`config.mk`:
```
export PLATFORM = sky130hd
export DESIGN_NAME = pipelined_adder
export DESIGN_NICKNAME = d
export VERILOG_FILES = /design/src/rtl/pipelined_adder.sv
export SDC_FILE = /design/constraint.sdc
export NUM_CORES = 1
export LEC_CHECK = 0
export ABC_AREA = 1
export CELL_PAD_IN_SITES_DETAIL_PLACEMENT = 0
export CELL_PAD_IN_SITES_GLOBAL_PLACEMENT = 1
export CORE_MARGIN = 2
export CORE_UTILIZATION = 33
export DETAILED_ROUTE_END_ITERATION = 12
export GPL_TIMING_DRIVEN = 1
export PLACE_DENSITY = 0.74
export SETUP_SLACK_MARGIN = 0.3
export SLEW_MARGIN = 10
export SYNTH_ARGS = -nofsm -noshare
export SYNTH_HDL_FRONTEND = slang
export SYNTH_SLANG_ARGS = --single-unit
```
`constraint.sdc`:
```
create_clock -name clk -period 2.1 [get_ports clk]
set_clock_uncertainty 0.2 [all_clocks]
set_input_delay 0.42 -clock clk [delete_from_list [all_inputs] [get_ports clk]]
set_output_delay 0.42 -clock clk [all_outputs]
set_load 0.02 [all_outputs]
```
`src/rtl/pipelined_adder.sv`:
```
// pipelined_adder: add/subtract unit whose carry chain is cut into STAGES registered slices,
// valid/ready on both sides, reporting carry-out and signed overflow.
module pipelined_adder #(
  parameter int WIDTH  = 16,
  parameter int STAGES = 2
) (
  input  logic             clk,
  input  logic             rst_n,
  input  logic             in_valid,
  output logic             in_ready,
  input  logic [WIDTH-1:0] data_a,
  input  logic [WIDTH-1:0] data_b,
  input  logic             sub,
  output logic             out_valid,
  input  logic             out_ready,
  output logic [WIDTH-1:0] sum,
  output logic             cout,
  output logic             ovf
);
  localparam int CW  = WIDTH / STAGES;
  localparam int CW1 = CW + 1;

  if (STAGES < 1 || STAGES > WIDTH || WIDTH % STAGES != 0) begin : g_bad_cfg
    $error("pipelined_adder: WIDTH must be a multiple of STAGES, 1 <= STAGES <= WIDTH");
  end

  logic              adv;
  logic [STAGES-1:0] v_q, v_in;
  logic [WIDTH-1:0]  a_q [STAGES];
  logic [WIDTH-1:0]  b_q [STAGES];
  logic [WIDTH-1:0]  s_q [STAGES];
  logic              c_q [STAGES];
  logic [WIDTH-1:0]  a_in [STAGES];
  logic [WIDTH-1:0]  b_in [STAGES];
  logic [WIDTH-1:0]  s_in [STAGES];
  logic              c_in [STAGES];
  logic [WIDTH-1:0]  s_d [STAGES];
  logic [CW:0]       r_d [STAGES];

  // Stage k adds slice k of the operands it carries, so each register level closes one CW-bit chain.
  always_comb begin
    adv     = !v_q[STAGES-1] | out_ready;
    v_in[0] = in_valid;
    a_in[0] = data_a;
    b_in[0] = sub ? ~data_b : data_b;
    c_in[0] = sub;
    s_in[0] = '0;
    for (int k = 1; k < STAGES; k++) begin
      v_in[k] = v_q[k-1];
      a_in[k] = a_q[k-1];
      b_in[k] = b_q[k-1];
      c_in[k] = c_q[k-1];
      s_in[k] = s_q[k-1];
    end
    for (int k = 0; k < STAGES; k++) begin
      r_d[k] = {1'b0, a_in[k][k*CW +: CW]} + {1'b0, b_in[k][k*CW +: CW]} + CW1'(c_in[k]);
      s_d[k] = s_in[k];
      s_d[k][k*CW +: CW] = r_d[k][CW-1:0];
    end
  end

  always_ff @(posedge clk or negedge rst_n) begin
    if (!rst_n) begin
      v_q <= '0;
      for (int k = 0; k < STAGES; k++) begin
        a_q[k] <= '0;
        b_q[k] <= '0;
        s_q[k] <= '0;
        c_q[k] <= 1'b0;
      end
    end else if (adv) begin
      v_q <= v_in;
      for (int k = 0; k < STAGES; k++) begin
        a_q[k] <= a_in[k];
        b_q[k] <= b_in[k];
        s_q[k] <= s_d[k];
        c_q[k] <= r_d[k][CW];
      end
    end
  end

  assign in_ready  = adv;
  assign out_valid = v_q[STAGES-1];
  assign sum       = s_q[STAGES-1];
  assign cout      = c_q[STAGES-1];
  assign ovf       = (a_q[STAGES-1][WIDTH-1] == b_q[STAGES-1][WIDTH-1]) & (sum[WIDTH-1] != a_q[STAGES-1][WIDTH-1]);
endmodule

```
# After elaboration in Yosys (flattened, before gate mapping)

Index checks and enable logic that the tools add are counted.

Add/subtract/negate cells: 4
Multiply operators: 0
Divide/modulo/power cells: 0
$lt $le $gt $ge: 0
Eq/ne operators: 2
Shift-type cells: 0
Multiplexer cells: 1
Bitwise gates (word level): 3
Reduce and logical (&&, ||, !) cells: 1

Operators by type and width:

| kind             | number |
|---|---|
| $add A8 B8 Y9    | 2 |
| $add A9 B1 Y9    | 2 |
| $mux W16         | 1 |
| $not A16 Y16     | 1 |
| $and A1 B1 Y1    | 1 |
| $eq A1 B1 Y1     | 1 |
| $logic_not A1 Y1 | 1 |
| $ne A1 B1 Y1     | 1 |
| $or A1 B1 Y1     | 1 |

Register bits after elaboration: 92
Bits in latches: 0
RAM bits: 0
Bits in read-only memories: 0
Bits of input ports: 37
Output and inout port bits: 20
Word-level logic and storage cells: 20
Memories kept: 0

# Depth between registers and ports, before layout

Depth after elaboration: 4
Mapped depth: 14
Gate-level depth less buffers: 12

# Worst setup path before layout

OpenSTA, ideal clock, no wires.

Path kind: in2reg
Start: in sub
End: reg s_q (netlist bit s_d[6])
Setup time: 0.117 ns
Arrival time: 1.740 ns
Data required time: 1.783 ns
Slack: 0.042 ns
Stages: 10
Path buffers: 2
Path through: buf_6 > buf_6 > xnor2_1 > fa_1 > o21ai_2 > nand2_1 > nand2_1 > nand2_1 > nand3_1 > nand2_1

Cells in the longest elaborated chain, start to end: 3

RTL lines:

| item                           | RTL line | text |
|---|---|---|
| start: declaration             | 13       | `input logic sub,` |
| $mux W16                       | 45       | `b_in[0] = sub ? ~data_b : data_b;` |
| $add A8 B8 Y9                  | 56       | `r_d[k] = {1'b0, a_in[k][k*CW +: CW]} + {1'b0, b_in[k][k*CW +: CW]} + CW1'(c_in[k]);` |
| $add A9 B1 Y9 *                | 56       |  |
| end signal: indexed assignment | 76       | `s_q[k] <= s_d[k];` |
| end: declaration               | 31       | `logic [WIDTH-1:0] s_q [STAGES];` |

Every way passes the cells marked *; elsewhere a longest branch is shown, timed or not.
A chain may end at the register's enable or synchronous reset.

# Final worst setup path

Start: reg a_q (netlist bit a_in[8])
End: reg c_q (netlist bit cout)

Cells in the longest elaborated chain, start to end: 2

RTL lines:

| item                             | RTL line | text |
|---|---|---|
| start: declaration               | 29       | `logic [WIDTH-1:0] a_q [STAGES];` |
| start signal: indexed assignment | 74       | `a_q[k] <= a_in[k];` |
| $add A8 B8 Y9                    | 56       |  |
| $add A9 B1 Y9                    | 56       |  |
| end signal: indexed assignment   | 77       | `c_q[k] <= r_d[k][CW];` |
| end: declaration                 | 32       | `logic c_q [STAGES];` |

No other way between the ends.

==> results.py <==
metrics = {
    "run_status": {
        "status": "finished clean",
    },
    "clocking": {
        "insertion_delay_ns": 0.30,
        "clock-sinks": 46,
        "cts_tree": "done",
        "cts_htree_levels": 2,
        "clockBufferDepth": 2,
        "cts.clk_slew.worst_paths_ns": 0.08,
        "root_buffer": "clkbuf_8",
        "cts-buffers-inserted": 5,
    },
    "die": {
        "core_region_area_um2": 7650,
        "rows": 32,
        "start_util_pct": 33.6,
        "io_pins": 57,
        "die_x_um": 92.3,
        "die_h_um": 92.3,
        "die_area_um2": 8510,
    },
    "yosys": {
        "synth.distinct_cells": 29,
        "synth.avg_cell_area_um2": 8.21,
        "synthArstFlopShare_pct": 100,
        "synth_area_um2": 2570,
        "synth_compound_area_share_pct": 7.69,
        "synth_top_family_by_area": "simple AND/OR/NAND/NOR gates",
        "synthXorXnorAreaFrac_pct": 6.13,
        "synth_fa_ha_area_share_pct": 9.15,
        "synth_mux_area_share_pct": 0,
        "synth_fp_nets": 367,
        "synthCells": 313,
        "synthSimpleGateAreaFrac_pct": 25.6,
        "yosysSeqAreaShare_pct": 44.8,
        "synth_edf_count": 0,
        "ys_seq_elements": 46,
        "ys.flop_type": "dfrtp_1",
        "yosysWarningCount": 0,
    },
    "routing": {
        "wirelength_mm": 5.65,
        "drc_errors": 0,
        "ant_nets": 0,
        "drtIter0Drc": 93,
        "drt-pass1-iter-count": 4,
        "routedWlPerCell_um": 11.5,
        "via_count": 2174,
        "viasPerCell": 4.43,
    },
    "worst_setup_path": {
        "startpoint_type": "register",
        "end_kind": "register",
        "crit_arrival_ns": 1.89,
        "crit_required_ns": 2.09,
        "criticalPathCategory": "reg -> reg",
        "cp_max_fo": 3,
    },
    "power_and_ir_drop": {
        "combPwrFrac_pct": 40.8,
        "p_sw_share_pct": 35.9,
        "pwr-share-seq_pct": 38.3,
        "p_clk_share_pct": 20.9,
        "p_switching_w": 0.00116,
        "p_per_area_nw_per_um2": 881,
        "p_int_w": 0.00208,
        "p_leak_nw": 1.85,
        "irDropWorstVdd_v": 0.000302,
    },
    "sta": {
        "worst_pin_slew_ns": 0.512,
        "fmax_ghz": 0.527,
        "hold_viol_final": 0,
        "period_minus_slack_ns": 1.90,
        "setup_viol": 0,
        "setup_tns_ns": 0,
        "finalCritPeriodShare_pct": 90.4,
        "rsz0062_at_grt": "true",
        "slew_violations": 0,
        "slew_headroom_pct": 65.9,
    },
    "global_routing": {
        "grt_pass1_vias": 2215,
        "antenna_found_initial": 0,
        "grt_start_max_net_pins": 56,
        "grt_first_pass_wirelength_mm": 9.92,
        "grt.overflow.total": 0,
        "grt_use_total_pct": 14.4,
    },
    "final_layout": {
        "final_common_cell": "nand2_1",
        "stdcell_area_um2": 3680,
        "layout_common_cells": "nand2_1, dfrtp_1, dlygate4sd2_1",
        "drive_above_1_share_pct": 19.8,
        "syn2layout_area_growth_pct": 43.0,
        "antennaDiodeCount": 0,
        "nets": 443,
    },
    "placed_design": {
        "place_hpwl_mm": 4.00,
        "post_dp_cell_area_um2": 3340,
        "io_buffers": 56,
        "gp_congestion": 0.808,
    },
    "run": {
        "maxCapViolations": 0,
    },
    "worst_hold_path": {
        "min_path_type": "reg -> reg",
    },
}
worst max-delay path, cell delays in order, from the launching register on:
cell     delay (ns)
dfrtp_1        0.41
fa_2           0.40
fa_2           0.36
nand3_2        0.09
nand2_4        0.07
nand4_1        0.08
nand3_1        0.07
nand2_1        0.06
nand2_1        0.05
path summary, 6_finish.rpt:
kind | startpoint | endpoint | slack (ns) | cells past startpoint
hold / removal | v_q[0] | v_q[1] | 0.25 | 2
setup reg to reg | a_in[8] | cout | 0.20 | 8
setup / recovery | a_in[8] | cout | 0.20 | 8
max in group asynchronous | rst_n | sum[5] | 0.67 | 3
hold reg to reg | v_q[0] | v_q[1] | 0.25 | 2
min in group asynchronous | rst_n | sum[9] | 0.39 | 2
synth_stat cells (2+ instances only):
cell     instances  share of area, %
a21o_1           2              0.58
a21oi_1         12               2.3
buf_2            5              0.97
buf_4            2              0.58
buf_6            3               1.3
dfrtp_1         46                45
fa_1             3               2.3
ha_1            14               6.8
inv_1           22               3.2
nand2_1        123                18
nand2_2          3              0.73
nand2_4          2              0.88
nand3_1         16               3.1
nand4_1          2              0.49
nor2_1          10               1.5
o21ai_0         15               2.9
o21ai_1          5              0.97
xnor2_1         12               4.1
xor2_1           6               2.0
cell type report:
cell class | instances | area [um2]
clock inverter | 1 | 30.0
sequential | 46 | 1150
multi-input combinational | 232 | 1440
clock buffer | 6 | 82.6
tap | 102 | 128
fill | 752 | 3970
inverter | 24 | 92.6
timing repair buffer | 80 | 751
per-stage QoR:
stage / worst slack (ns) / util [%] / total power, W / std cells / hold slack (ns)
after global placement: -0.324 / 43.7 / 0.00256 / 476 / 0.184
after global routing: 0.106 / 48.1 / 0.00349 / 491 / 0.302
after floorplan: 0.115 / - / 0.00203 / 313 / -0.0756
after detailed placement: -0.345 / 43.7 / 0.00258 / 476 / 0.187
after CTS: 0.162 / 46.1 / 0.00321 / 488 / 0.259
final: 0.201 / 48.1 / 0.00324 / 491 / 0.250
metal layers:
| layer | up-vias | global-route usage [%] | wire length (um) |
|---|---|---|---|
| met5 | - | 0 | 0 |
| met4 | 0 | 4.98 | 105 |
| met3 | 10 | 2.47 | 159 |
| met2 | 40 | 24.5 | 2650 |
| met1 | 990 | 18.6 | 2730 |
| li1 | 1134 | - | - |
flip-flops by register name, indices dropped and copies added (netlist names):
name,cells
b_q,1
b_in,8
c_in,1
a_q,1
s_d,8
a_in,8
sum,16
cout,1
v_q,2
timing repair:
item | CTS | global route
endpoints found under the hold margin | 17 | 0
hold buffers | 1 | 0
setup buffers | 3 | 3
cloned | 1 | 0
pin swaps | 22 | 23
gates resized for setup | 52 | 32
endpoints found under the setup margin | 32 | 17
power by group through the flow:
stage / Sequential, W / Combinational (W) / Clock [W]
after floorplan: 0.00140 / 0.000631 / 0
after global placement: 0.00127 / 0.00130 / 0
after detailed placement: 0.00127 / 0.00131 / 0
after CTS: 0.00125 / 0.00126 / 0.000702
after global routing: 0.00128 / 0.00148 / 0.000726
final: 0.00124 / 0.00132 / 0.000678
kinds of logic (layout without fill, tap and decap cells):
group | count (synthesis) | in the layout
adder cells (fa/ha/maj) | 17 | 17
flip-flops | 46 | 46
AND/OR/NAND/NOR | 160 | 160
buffers and inverters | 35 | 111
XOR/XNOR | 18 | 18
AO/OA/AOI/OAI | 37 | 37
Power figures use the tool's default switching activity.
